[config.mk]
export PLATFORM = sky130hd
export DESIGN_NAME = sr_ff_bank_sequencer
export DESIGN_NICKNAME = d
export VERILOG_FILES = /design/src/rtl/sr_ff_bank_sequencer.sv
export SDC_FILE = /design/constraint.sdc
export NUM_CORES = 1
export LEC_CHECK = 0
export CAP_MARGIN = 0
export CORE_ASPECT_RATIO = 1.1
export CORE_MARGIN = 4
export CORE_UTILIZATION = 50
export DETAILED_ROUTE_END_ITERATION = 16
export PLACE_DENSITY = 0.82
export SKIP_CTS_REPAIR_TIMING = 1
export SLEW_MARGIN = 20
export SYNTH_ARGS = -nofsm -noshare
export SYNTH_HDL_FRONTEND = slang
export SYNTH_SLANG_ARGS = --single-unit
[constraint.sdc]
create_clock -name clk -period 3 [get_ports clk]
set_clock_uncertainty 0.2 [all_clocks]
set_input_delay 0.9 -clock clk [delete_from_list [all_inputs] [get_ports clk]]
set_output_delay 0.9 -clock clk [all_outputs]
set_load 0.1 [all_outputs]
[src/rtl/sr_ff_bank_sequencer.sv]
// Round-robin sequencer sharing one SR flip-flop bank among several requesters.
// Define SRSEQ_RETRY_EN to re-pulse once after a readback mismatch.
module sr_ff_bank_sequencer #(
  parameter int unsigned  N_REQ     = 4,
  parameter int unsigned  N_FF      = 8,
  parameter int unsigned  IDX_W     = 3,
  parameter int unsigned  PULSE_CYC = 1,
  localparam int unsigned ID_W      = (N_REQ > 1) ? $clog2(N_REQ) : 1
) (
  input  logic                   clk,
  input  logic                   rst_n,
  input  logic [N_REQ-1:0]       req,
  input  logic [N_REQ-1:0]       op,
  input  logic [N_REQ*IDX_W-1:0] idx,
  output logic [N_REQ-1:0]       gnt,
  output logic                   done,
  output logic [ID_W-1:0]        done_id,
  output logic                   err,
  output logic [N_FF-1:0]        s_out,
  output logic [N_FF-1:0]        r_out,
  input  logic [N_FF-1:0]        q_in
);

  typedef enum logic [1:0] {StIdle, StDrive, StSettle, StCheck} state_e;

  localparam logic [3:0] CntLoad = 4'(PULSE_CYC - 1);

  state_e            r_state, w_state_nxt;
  logic [ID_W-1:0]   r_rr, w_rr_nxt;
  logic [ID_W-1:0]   r_id, w_id_nxt;
  logic              r_op, w_op_nxt;
  logic [IDX_W-1:0]  r_idx, w_idx_nxt;
  logic [3:0]        r_cnt, w_cnt_nxt;
  logic [N_REQ-1:0]  r_gnt, w_gnt_nxt;
  logic              r_done, w_done_nxt;
  logic [ID_W-1:0]   r_done_id, w_done_id_nxt;
  logic              r_err, w_err_nxt;
  logic [N_FF-1:0]   r_s_out, w_s_nxt;
  logic [N_FF-1:0]   r_r_out, w_r_nxt;

  logic              w_found;
  logic [ID_W-1:0]   w_sel;
  logic              w_sel_op;
  logic [IDX_W-1:0]  w_sel_idx;
  logic              w_sel_legal;
  logic [N_FF-1:0]   w_sel_mask;
  logic [N_FF-1:0]   w_mask;
  logic              w_illegal;
  logic              w_mismatch;
  logic              w_retry;

  // First requester at or after the rr pointer, wrapping.
  always_comb begin
    int unsigned k;
    k         = 0;
    w_found   = 1'b0;
    w_sel     = '0;
    w_sel_op  = 1'b0;
    w_sel_idx = '0;
    for (int unsigned i = 0; i < N_REQ; i++) begin
      k = (32'(r_rr) + i) % N_REQ;
      if (!w_found && req[k]) begin
        w_found   = 1'b1;
        w_sel     = ID_W'(k);
        w_sel_op  = op[k];
        w_sel_idx = idx[k*IDX_W +: IDX_W];
      end
    end
  end

  assign w_sel_legal = (32'(w_sel_idx) < N_FF);
  assign w_sel_mask  = N_FF'(1) << w_sel_idx;
  assign w_mask      = N_FF'(1) << r_idx;
  assign w_illegal   = (32'(r_idx) >= N_FF);
  assign w_mismatch  = ((|(q_in & w_mask)) != r_op);

`ifdef SRSEQ_RETRY_EN
  logic r_retried;

  always_ff @(posedge clk or negedge rst_n) begin
    if (!rst_n) begin
      r_retried <= 1'b0;
    end else if (r_state == StIdle) begin
      r_retried <= 1'b0;
    end else if (r_state == StCheck) begin
      r_retried <= 1'b1;
    end
  end

  assign w_retry = ~w_illegal & w_mismatch & ~r_retried;
`else
  assign w_retry = 1'b0;
`endif

  always_comb begin
    w_state_nxt   = r_state;
    w_rr_nxt      = r_rr;
    w_id_nxt      = r_id;
    w_op_nxt      = r_op;
    w_idx_nxt     = r_idx;
    w_cnt_nxt     = r_cnt;
    w_gnt_nxt     = '0;
    w_done_nxt    = 1'b0;
    w_done_id_nxt = '0;
    w_err_nxt     = 1'b0;
    w_s_nxt       = '0;
    w_r_nxt       = '0;
    unique case (r_state)
      StIdle: begin
        if (w_found) begin
          w_id_nxt  = w_sel;
          w_op_nxt  = w_sel_op;
          w_idx_nxt = w_sel_idx;
          w_gnt_nxt = N_REQ'(1) << w_sel;
          w_rr_nxt  = (w_sel == ID_W'(N_REQ - 1)) ? '0 : w_sel + 1'b1;
          if (w_sel_legal) begin
            w_state_nxt = StDrive;
            w_cnt_nxt   = CntLoad;
            w_s_nxt     = w_sel_op ? w_sel_mask : '0;
            w_r_nxt     = w_sel_op ? '0 : w_sel_mask;
          end else begin
            w_state_nxt = StCheck;
          end
        end
      end
      StDrive: begin
        if (r_cnt == 4'd0) begin
          w_state_nxt = StSettle;
        end else begin
          w_cnt_nxt = r_cnt - 4'd1;
          w_s_nxt   = r_s_out;
          w_r_nxt   = r_r_out;
        end
      end
      StSettle: w_state_nxt = StCheck;
      StCheck: begin
        if (w_retry) begin
          w_state_nxt = StDrive;
          w_cnt_nxt   = CntLoad;
          w_s_nxt     = r_op ? w_mask : '0;
          w_r_nxt     = r_op ? '0 : w_mask;
        end else begin
          w_state_nxt   = StIdle;
          w_done_nxt    = 1'b1;
          w_done_id_nxt = r_id;
          w_err_nxt     = w_illegal | w_mismatch;
        end
      end
      default: w_state_nxt = StIdle;
    endcase
  end

  always_ff @(posedge clk or negedge rst_n) begin
    if (!rst_n) begin
      r_state   <= StIdle;
      r_rr      <= '0;
      r_id      <= '0;
      r_op      <= 1'b0;
      r_idx     <= '0;
      r_cnt     <= '0;
      r_gnt     <= '0;
      r_done    <= 1'b0;
      r_done_id <= '0;
      r_err     <= 1'b0;
      r_s_out   <= '0;
      r_r_out   <= '0;
    end else begin
      r_state   <= w_state_nxt;
      r_rr      <= w_rr_nxt;
      r_id      <= w_id_nxt;
      r_op      <= w_op_nxt;
      r_idx     <= w_idx_nxt;
      r_cnt     <= w_cnt_nxt;
      r_gnt     <= w_gnt_nxt;
      r_done    <= w_done_nxt;
      r_done_id <= w_done_id_nxt;
      r_err     <= w_err_nxt;
      r_s_out   <= w_s_nxt;
      r_r_out   <= w_r_nxt;
    end
  end

  assign gnt     = r_gnt;
  assign done    = r_done;
  assign done_id = r_done_id;
  assign err     = r_err;
  assign s_out   = r_s_out;
  assign r_out   = r_r_out;

endmodule

=== After elaboration in Yosys (flattened, before gate mapping) ===
Index checks and enable logic that the tools add are counted.

* Flip-flop bits (word level): 38
* Bits of input ports: 30
* Output and inout bits: 24
* Logic and storage cells: 105

* Add/sub/neg operators: 5
* $mul: 4
* $lt $le $gt $ge: 4
* Equality and inequality tests: 8
* Shift operators: 7
* Mux-type cells: 51
* Bitwise logic cells: 1
* Reduce and logical (&&, ||, !) cells: 13

{| class="wikitable"
|+ Operator list
! cell !! count
|-
| variable part select 12 x 5 -> 3 bit || 4
|-
| 2-to-1 mux 8 bit || 5
|-
| one-hot mux 8 bit (2 select lines) || 2
|-
| 2-to-1 mux 1 bit || 18
|-
| binary-select mux 1 bit (select 2 bit) || 8
|-
| multiplier 2 x 2 -> 4 bit (second input constant) || 4
|-
| 2-to-1 mux 2 bit || 8
|-
| 2-to-1 mux 4 bit || 4
|-
| left shift 1 x 3 -> 8 bit (first input constant) || 2
|-
| less-than comparator 2 x 3 -> 1 bit (second input constant) || 4
|-
| 2-to-1 mux 3 bit || 4
|-
| AND 8 bit || 1
|-
| one-hot mux 2 bit (4 select lines) || 1
|-
| one-hot mux 4 bit (2 select lines) || 1
|-
| OR reduction 8 bit || 1
|-
| equality test 2 bit (second input constant) || 3
|-
| inequality test 2 bit (second input constant) || 3
|-
| adder 2 x 1 -> 2 bit (second input constant) || 2
|-
| adder 2 bit (second input constant) || 2
|-
| zero test 4 bit || 1
|-
| AND reduction 2 bit || 2
|-
| left shift 1 x 2 -> 4 bit (first input constant) || 1
|-
| subtractor 4 x 1 -> 4 bit (second input constant) || 1
|-
| logical AND 1 bit || 3
|-
| other kinds (6) || 8
|}

=== Longest topological paths before layout ===
Gate-level depths: netlist (run 1).

* Word-level depth: 16
* Depth in mapped cells: 11
* Depth with buffers taken out: 8

=== Worst setup path before layout (run 1) ===
OpenSTA, ideal clock, no wires.

* Path type: input to register
* Start point: input port req[3]
* End point: register r_r_out[1], in the netlist r_out[1]
* Library setup time: 0.123 ns
* Data arrival time: 2.562 ns
* Required time: 2.677 ns
* Setup slack: 0.115 ns
* Stages: 7
* Buffers on the path: 1
* Cell sequence: buf_2 or4bb_1 and3_4 o211ai_4 o211ai_2 nor2b_1 a32o_1

* Word-level cells in the longest chain between the ends: 16
* Elaborated cells between the ends (all ways): 30
* Those cells by class: shift: 1; mux: 23; reduce/logical: 6

{| class="wikitable"
|+ Ends and longest elaborated chain
! what !! RTL line !! source
|-
| start: declaration || 12 || <nowiki>input logic [N_REQ-1:0] req,</nowiki>
|-
| binary-select mux 1 bit (select 2 bit) || 62 || <nowiki>if (!w_found && req[k]) begin</nowiki>
|-
| 2-to-1 mux 1 bit (not written as such) || 62 ||
|-
| 2-to-1 mux 1 bit || 62 ||
|-
| zero test 1 bit || 62 ||
|-
| logical AND 1 bit || 62 ||
|-
| 2-to-1 mux 1 bit || 62 ||
|-
| zero test 1 bit || 62 ||
|-
| logical AND 1 bit || 62 ||
|-
| 2-to-1 mux 1 bit || 62 ||
|-
| zero test 1 bit || 62 ||
|-
| logical AND 1 bit || 62 ||
|-
| 2-to-1 mux 3 bit || 62 ||
|-
| left shift 1 x 3 -> 8 bit || 72 || <nowiki>assign w_sel_mask = N_FF'(1) << w_sel_idx;</nowiki>
|-
| 2-to-1 mux 8 bit || 120 || <nowiki>w_r_nxt = w_sel_op ? '0 : w_sel_mask;</nowiki>
|-
| 2-to-1 mux 8 bit (*) || 110 || <nowiki>if (w_found) begin</nowiki>
|-
| one-hot mux 8 bit (2 select lines) (*) || 108 || <nowiki>unique case (r_state)</nowiki>
|-
| end signal: assignment || 179 || <nowiki>r_r_out <= w_r_nxt;</nowiki>
|-
| end: declaration || 39 || <nowiki>logic [N_FF-1:0] r_r_out, w_r_nxt;</nowiki>
|}

Every way passes the cells marked *; elsewhere a longest branch is shown, timed or not. The select of a mux whose other input is x is not followed.
A chain may end at the register's enable or synchronous reset.

=== Worst setup path after layout (run 1) ===
* Start point: input port op[3]
* End point: register r_r_out[4], in the netlist r_out[4]

* Word-level cells in the longest chain between the ends: 9
* Elaborated cells between the ends (all ways): 15
* Those cells by class: mux: 15

{| class="wikitable"
|+ Ends and longest elaborated chain
! what !! RTL line !! source
|-
| start: declaration || 13 || <nowiki>input logic [N_REQ-1:0] op,</nowiki>
|-
| binary-select mux 1 bit (select 2 bit) || 65 || <nowiki>w_sel_op = op[k];</nowiki>
|-
| 2-to-1 mux 1 bit (not written as such) || 65 ||
|-
| 2-to-1 mux 1 bit (3 in a row) || 62 ||
|-
| 2-to-1 mux 1 bit (*) || 62 ||
|-
| 2-to-1 mux 8 bit (*) || 120 ||
|-
| 2-to-1 mux 8 bit (*) || 110 ||
|-
| one-hot mux 8 bit (2 select lines) (*) || 108 ||
|}

Marked as above.

==> results of run 1 <==
[cell usage in the layout (no fill, tap or decap), types with 3 or more instances in the layout]
cell,n
and3_1,6
clkdlybuf4s50_1,22
nor3b_1,5
o21ai_0,12
o32a_1,3
dlymetal6s2s_1,6
mux2_2,3
and2_1,7
a22o_1,7
o21ai_2,3
buf_4,75
clkbuf_8,6
inv_1,9
ha_1,10
nor3_1,3
nand2_1,26
a21oi_1,11
o21ai_1,9
mux2i_1,15
a32o_1,5
nor2b_1,3
mux4_2,6
dfrtp_1,37
nand3_1,4
nand2b_1,4
and3b_1,4
nor2_1,5
[metal layers]
metal,up-vias,part of all wire
li1,1174,-
met1,1128,0.43
met2,72,0.50
met3,12,0.049
met4,0,0.019
met5,-,0
[synth_stat cells (2+ instances only)]
| cell | instances |
|---|---|
| mux2_2 | 3 |
| a22oi_1 | 3 |
| clkbuf_1 | 5 |
| and3_1 | 6 |
| nor3b_1 | 5 |
| o32ai_1 | 2 |
| nand2_1 | 27 |
| dfrtp_1 | 38 |
| o22ai_1 | 2 |
| o21ai_1 | 11 |
| a21o_1 | 2 |
| buf_4 | 3 |
| o211ai_2 | 2 |
| a22o_1 | 7 |
| o21ai_0 | 12 |
| mux4_2 | 6 |
| ha_1 | 10 |
| and3_4 | 2 |
| nor2b_1 | 3 |
| inv_1 | 9 |
| nand3_1 | 4 |
| nand2b_1 | 4 |
| o221ai_1 | 3 |
| buf_2 | 5 |
| mux2i_1 | 15 |
| and2_1 | 7 |
| a21oi_1 | 12 |
| and3b_1 | 4 |
| nor3_1 | 3 |
| nor2_1 | 5 |
| a32o_1 | 5 |
| o32a_1 | 3 |
| or4b_4 | 2 |
[power by group through the flow]
| stage | sequential, uW | combinational, uW | clock (uW) |
|---|---|---|---|
| after global placement | 829 | 2390 | 0 |
| final | 837 | 2630 | 546 |
| after CTS | 830 | 2460 | 546 |
| after floorplan | 1300 | 1300 | 0 |
| after global routing | 866 | 2820 | 572 |
| after detailed placement | 839 | 2440 | 0 |
[cell type report]
type                       instances  share of cell area
clock buffer                       6              0.0221
timing repair buffer             106               0.241
inverter                           9             0.00902
clock inverter                     2              0.0160
tap                               58              0.0194
sequential                        38               0.254
multi-input combinational        196               0.438
[sequential cells by signal, summed over array words and instances (netlist names)]
| signal | count |
|---|---|
| r_state | 2 |
| r_op | 1 |
| err | 1 |
| r_rr | 2 |
| gnt | 4 |
| r_cnt | 4 |
| r_out | 8 |
| r_idx | 3 |
| done | 1 |
| s_out | 8 |
| done_id | 2 |
| r_id | 2 |
[critical path: cells and delay by family]
family,cells,cell delay (ns)
multiplexers,1,0.48
buffers and inverters,1,0.42
AND/OR/NAND/NOR,2,0.37
AO/OA/AOI/OAI,3,0.76
[per-stage QoR]
stage / setup slack, ns / cell area, um2 / hold slack, ns / setup TNS (ns) / util
floorplan: 0.115 / 2640 / 0.242 / 0 / -
global placement: -0.460 / 3480 / 0.256 / -8.56 / 0.686
detailed placement: -0.492 / 3480 / 0.260 / -9.80 / 0.686
CTS: -0.196 / 3620 / 0.291 / -2.60 / 0.714
global route: -0.0149 / 3740 / 0.317 / -0.0149 / 0.739
finish: 0.105 / 3740 / 0.291 / 0 / 0.739
[worst min path at each step]
stage	slack [ns]	from	end	depth (start not counted)
2_1_floorplan	0.24	r_id[0]	r_id[0]	1
3_3_place_gp	0.26	r_id[1]	r_id[1]	2
3_5_place_dp	0.26	r_id[0]	r_id[0]	1
4_1_cts	0.29	r_id[0]	r_id[0]	1
5_1_grt	0.32	r_id[0]	r_id[0]	1
6_report	0.29	r_id[0]	r_id[0]	1
[kinds of logic after synthesis]
| family | share of synthesized area |
|---|---|
| and+or+nand+nor | 0.180 |
| buffers and inverters | 0.0450 |
| AOI/OAI and AO/OA | 0.234 |
| adders and majority gates | 0.0473 |
| muxes | 0.131 |
| DFF | 0.360 |
| xor gates and xnor gates | 0.00331 |
==> impl_metrics.csv, run 1 <==
group,metric,value,unit
sta,relSlewSlack,0.384,
critical_path,worstPathArrival,2.93,ns
routing,wl_per_cell,15.9,um
clock_tree,max-clock-path-buffers,2,
clock_tree,cts_sinks,38,
power_and_ir_drop,sw_frac_of_total,0.475,
flow_run,maxCapViolCount,0,
routing,ant_nets,0,
sta,fmax,345,MHz
power_and_ir_drop,power.total,4010,uW
die,io_pins,54,
global_routing,gr-usage-met2,0.344,
cells_and_area,diodes,0,
logic_synthesis,synth_top_area_frac,0.360,
logic_synthesis,syn_area_per_cell,10.2,um2
global_routing,grt_pass1_wl,10800,um
critical_path,critPathLaunch,"op[3]",
die,dieWidth,77.3,um
clock_tree,tritoncts,"yes",
power_and_ir_drop,p_int,2100,uW
cells_and_area,nets,396,
placement,dp_cells,403,
cells_and_area,drive_gt1_frac,0.339,
sta,slew_violations,0,
sta,hold_viol,0,
logic_synthesis,syn_nets,298,
clock_tree,path_clk_slew,0.08,ns
critical_path,critPathSlowestCell,"mux4_2",
logic_synthesis,synth_edf_count,0,
critical_path,reg2reg_depth,7,
die,rows,27,
placement,place.detailed.hpwl,4800,um
critical_path,max_stage_delay,0.48,ns
global_routing,use_met1,0.249,
cells_and_area,regArea,952,um2
routing,first_iter_violations,123,
clock_tree,cts_buffers,5,
global_routing,grt_pass1_vias,2385,
clock_tree,clk_latency,0.29,ns
global_routing,grt_busiest_layer,"met2",
cells_and_area,nFillCells,366,
critical_path,path_cells,"clkdlybuf4s50_1, mux4_2, nand2_2, o221ai_2, or2_4, a2111oi_4, a22o_1",
cells_and_area,multi_input_area,1640,um2
critical_path,crit_fanout,4,
sta,final-setup-viol-count,0,
die,core_area,5070,um2
logic_synthesis,netlist_area,2640,um2
clock_tree,cts_htree_levels,2,
global_routing,antenna_found_initial,0,
logic_synthesis,ys_seq_area_frac,0.360,
routing,drc_errors,0,
logic_synthesis,yosysUniqueCellTypes,61,
sta,min_period,2.89,ns
logic_synthesis,synth_area_leaders,"dfrtp_1 36%, mux2i_1 5.7%, mux4_2 5.1%",
logic_synthesis,ys.warnings.count,0,
critical_path,r2r_start,"r_rr[1]",
power_and_ir_drop,leakagePower,0.00177,uW
critical_path,crit_required,3.03,ns
routing,via_per_inst,5.75,
critical_path,worst_setup_path_start_kind,"input port",
critical_path,worst-r2r-setup-slack,0.29,ns
routing,drt-total-wl,6600,um
hold_path,hold_path.class,"reg -> reg",
power_and_ir_drop,peakVddDrop,0.000530,V
die,initial_core_util,0.522,
clock_tree,cts_root_buffer,"clkbuf_8",
global_routing,grt_use_met3,0.0408,
status,status,"finished clean",
critical_path,r2r-end,"r_out[4]",
logic_synthesis,synth_ff_type,"dfrtp_1",
logic_synthesis,yosys.area.top_type,"dfrtp_1",
power_and_ir_drop,power_frac_clock,0.136,
sta,worstMarginPinSlew,0.924,ns
die,die_area,6520,um2
logic_synthesis,ys_seq_elements,38,
sta,fin_crit_sh,0.965,
routing,dr.pass1.iters,4,
cells_and_area,fin_cells,415,
placement,io_buffer_count,53,
critical_path,crit_path_end_kind,"flip-flop",
power_and_ir_drop,power_density,1070,nW/um2
logic_synthesis,syn_inst,258,
routing,vias,2386,
placement,place_congestion,0.819,
die,die_y,84.3,um
power_and_ir_drop,p_comb_frac,0.655,
power_and_ir_drop,seqPwrFrac,0.209,
critical_path,crit_end,"r_out[4]",
cells_and_area,area_delta_synth_final,41.6,%
logic_synthesis,synth-async-reset-ratio,1.00,
global_routing,gr-total-overflow,0,
global_routing,grt_usage,0.201,
power_and_ir_drop,p_switching,1910,uW
critical_path,crit_type,"in -> reg",
global_routing,grt_max_degree,39,
Power figures use the tool's default switching activity.
==> run 2, diff against run 1 <==
Settings changed: PLACE_DENSITY 0.82 to 0.8, TNS_END_PERCENT set to 100.
==> run 2 against run 1 <==
Global-route usage shrank 1.9 points; wire length shrank 6.2%; sequential share of layout area grew 0.55 points; sequential power shrank 0.5%; utilization shrank 1.7 points; critical path depth grew 1; combinational power is essentially flat; cell count shrank 1.2%; fmax shrank 1.1%; flip-flop and latch count is the same; total power shrank 6.5%.
==> impl_metrics.csv, run 2 (synthesis gave the netlist of run 1 again) <==
group,metric,value,unit
clock_tree,cts_sinks,38,
sta,fin_crit_sh,0.975,
hold_path,hold_path.class,"reg -> reg",
routing,first_iter_violations,159,
power_and_ir_drop,peakVddDrop,0.000375,V
cells_and_area,diodes,0,
critical_path,r2r-end,"r_out[6]",
power_and_ir_drop,leakagePower,0.00170,uW
global_routing,grt_max_degree,39,
sta,final-setup-viol-count,0,
sta,rsz0062_at_grt,"no",
die,initial_core_util,0.522,
critical_path,reg2reg_depth,7,
cells_and_area,drive_gt1_frac,0.338,
clock_tree,tritoncts,"yes",
critical_path,crit_fanout,3,
die,core_area,5070,um2
sta,setup_ws,0.0744,ns
power_and_ir_drop,p_switching,1870,uW
cells_and_area,nets,392,
cells_and_area,layout_commonest_cell,"buf_4",
placement,place_congestion,0.887,
power_and_ir_drop,sw_frac_of_total,0.499,
clock_tree,cts_htree_levels,2,
clock_tree,path_clk_slew,0.07,ns
global_routing,grt_pass1_wl,9940,um
sta,fmax,342,MHz
status,status,"finished clean",
routing,vias,2380,
routing,dr.pass1.iters,4,
critical_path,critPathSlowestCell,"mux4_2",
critical_path,worst-r2r-setup-slack,0.16,ns
routing,via_per_inst,5.80,
die,dieWidth,77.3,um
power_and_ir_drop,power_frac_clock,0.084,
critical_path,path_cells,"clkdlybuf4s50_1, mux4_2, nand2_1, o221ai_2, or2_4, a2111oi_4, buf_4, a22o_1",
clock_tree,max-clock-path-buffers,2,
cells_and_area,area_delta_synth_final,38.5,%
die,die_area,6520,um2
sta,hold_viol,0,
cells_and_area,layout_common_cells,"72 x buf_4, 38 x dfrtp_1, 27 x nand2_1, 24 x clkdlybuf4s50_1, 15 x mux2i_1",
clock_tree,clk_latency,0.28,ns
sta,worstMarginPinSlew,0.796,ns
sta,min_period,2.93,ns
critical_path,crit_required,3.02,ns
clock_tree,cts_buffers,5,
hold_path,min_path_cells,2,
routing,drt-total-wl,6190,um
critical_path,worstPathArrival,2.94,ns
critical_path,crit_type,"in -> reg",
cells_and_area,postLayoutCoreUtil,0.722,
die,rows,27,
routing,wl_per_cell,15.1,um
critical_path,worst_setup_path_start_kind,"input port",
global_routing,gr-total-overflow,0,
clock_tree,cts_root_buffer,"clkbuf_8",
power_and_ir_drop,p_comb_frac,0.693,
critical_path,crit_path_end_kind,"flip-flop",
sta,relSlewSlack,0.470,
global_routing,grt_usage,0.182,
sta,fin_tns_setup,0,ns
placement,place.detailed.hpwl,4750,um
flow_run,maxCapViolCount,0,
critical_path,max_stage_delay,0.45,ns
power_and_ir_drop,power.total,3750,uW
sta,slew_violations,0,
power_and_ir_drop,power_density,1020,nW/um2
routing,ant_nets,0,
global_routing,grt_pass1_vias,2247,
hold_path,hp-start,"r_id[1]",
die,die_y,84.3,um
power_and_ir_drop,seqPwrFrac,0.222,
routing,drc_errors,0,
die,io_pins,54,
placement,io_buffer_count,53,
global_routing,antenna_found_initial,0,
power_and_ir_drop,p_int,1880,uW
placement,dp_slack,-0.522,ns
hold_path,min_to,"r_id[1]",
sta,timing.hold.ws,0.283,ns
critical_path,r2r_start,"r_rr[1]",
[run 2: cell type report]
cell class	instances	area (um2)
clock buffers	5	68.8
inverters	9	33.8
repair buffers	102	848
clock inverters	2	10.0
well taps	58	72.6
multi-input cells	196	1680
flip-flops and latches	38	951
fillers	376	1410
[run 2: worst max-delay path by stage]
stage	end	cells after the start	startpoint
2_1_floorplan	r_out[1]	7	req[3]
3_3_place_gp	s_out[0]	7	req[2]
3_5_place_dp	r_out[0]	7	req[2]
4_1_cts	r_out[0]	7	req[2]
5_1_grt	r_out[3]	8	r_rr[1]
6_report	r_out[6]	8	op[0]
[run 2: worst max-delay path, delay by kind of cell]
kind / cells / cell delay [ns]
buf+inv: 2 / 0.63
mux: 1 / 0.45
simple gates: 2 / 0.38
compound gates: 3 / 0.58
[run 2: power groups by stage]
stage / Combinational [uW] / Sequential (uW) / Clock (uW)
global route: 2800 / 860 / 344
floorplan: 1300 / 1300 / 0
global placement: 2420 / 833 / 0
CTS: 2470 / 831 / 325
detailed placement: 2460 / 840 / 0
finish: 2600 / 833 / 317
[run 2: per-layer routing]
layer  vias up  share of wire  track usage
met5         -              0            0
li1       1165              -            -
met4         0          0.018       0.0550
met2        74           0.50        0.321
met3        11          0.053       0.0247
met1      1130           0.43        0.232
[run 2: through the flow]
step	area, um2	instances
after floorplan	2640	258
after global placement	3460	401
after detailed placement	3460	401
after CTS	3540	408
after global routing	3660	410
final	3660	410
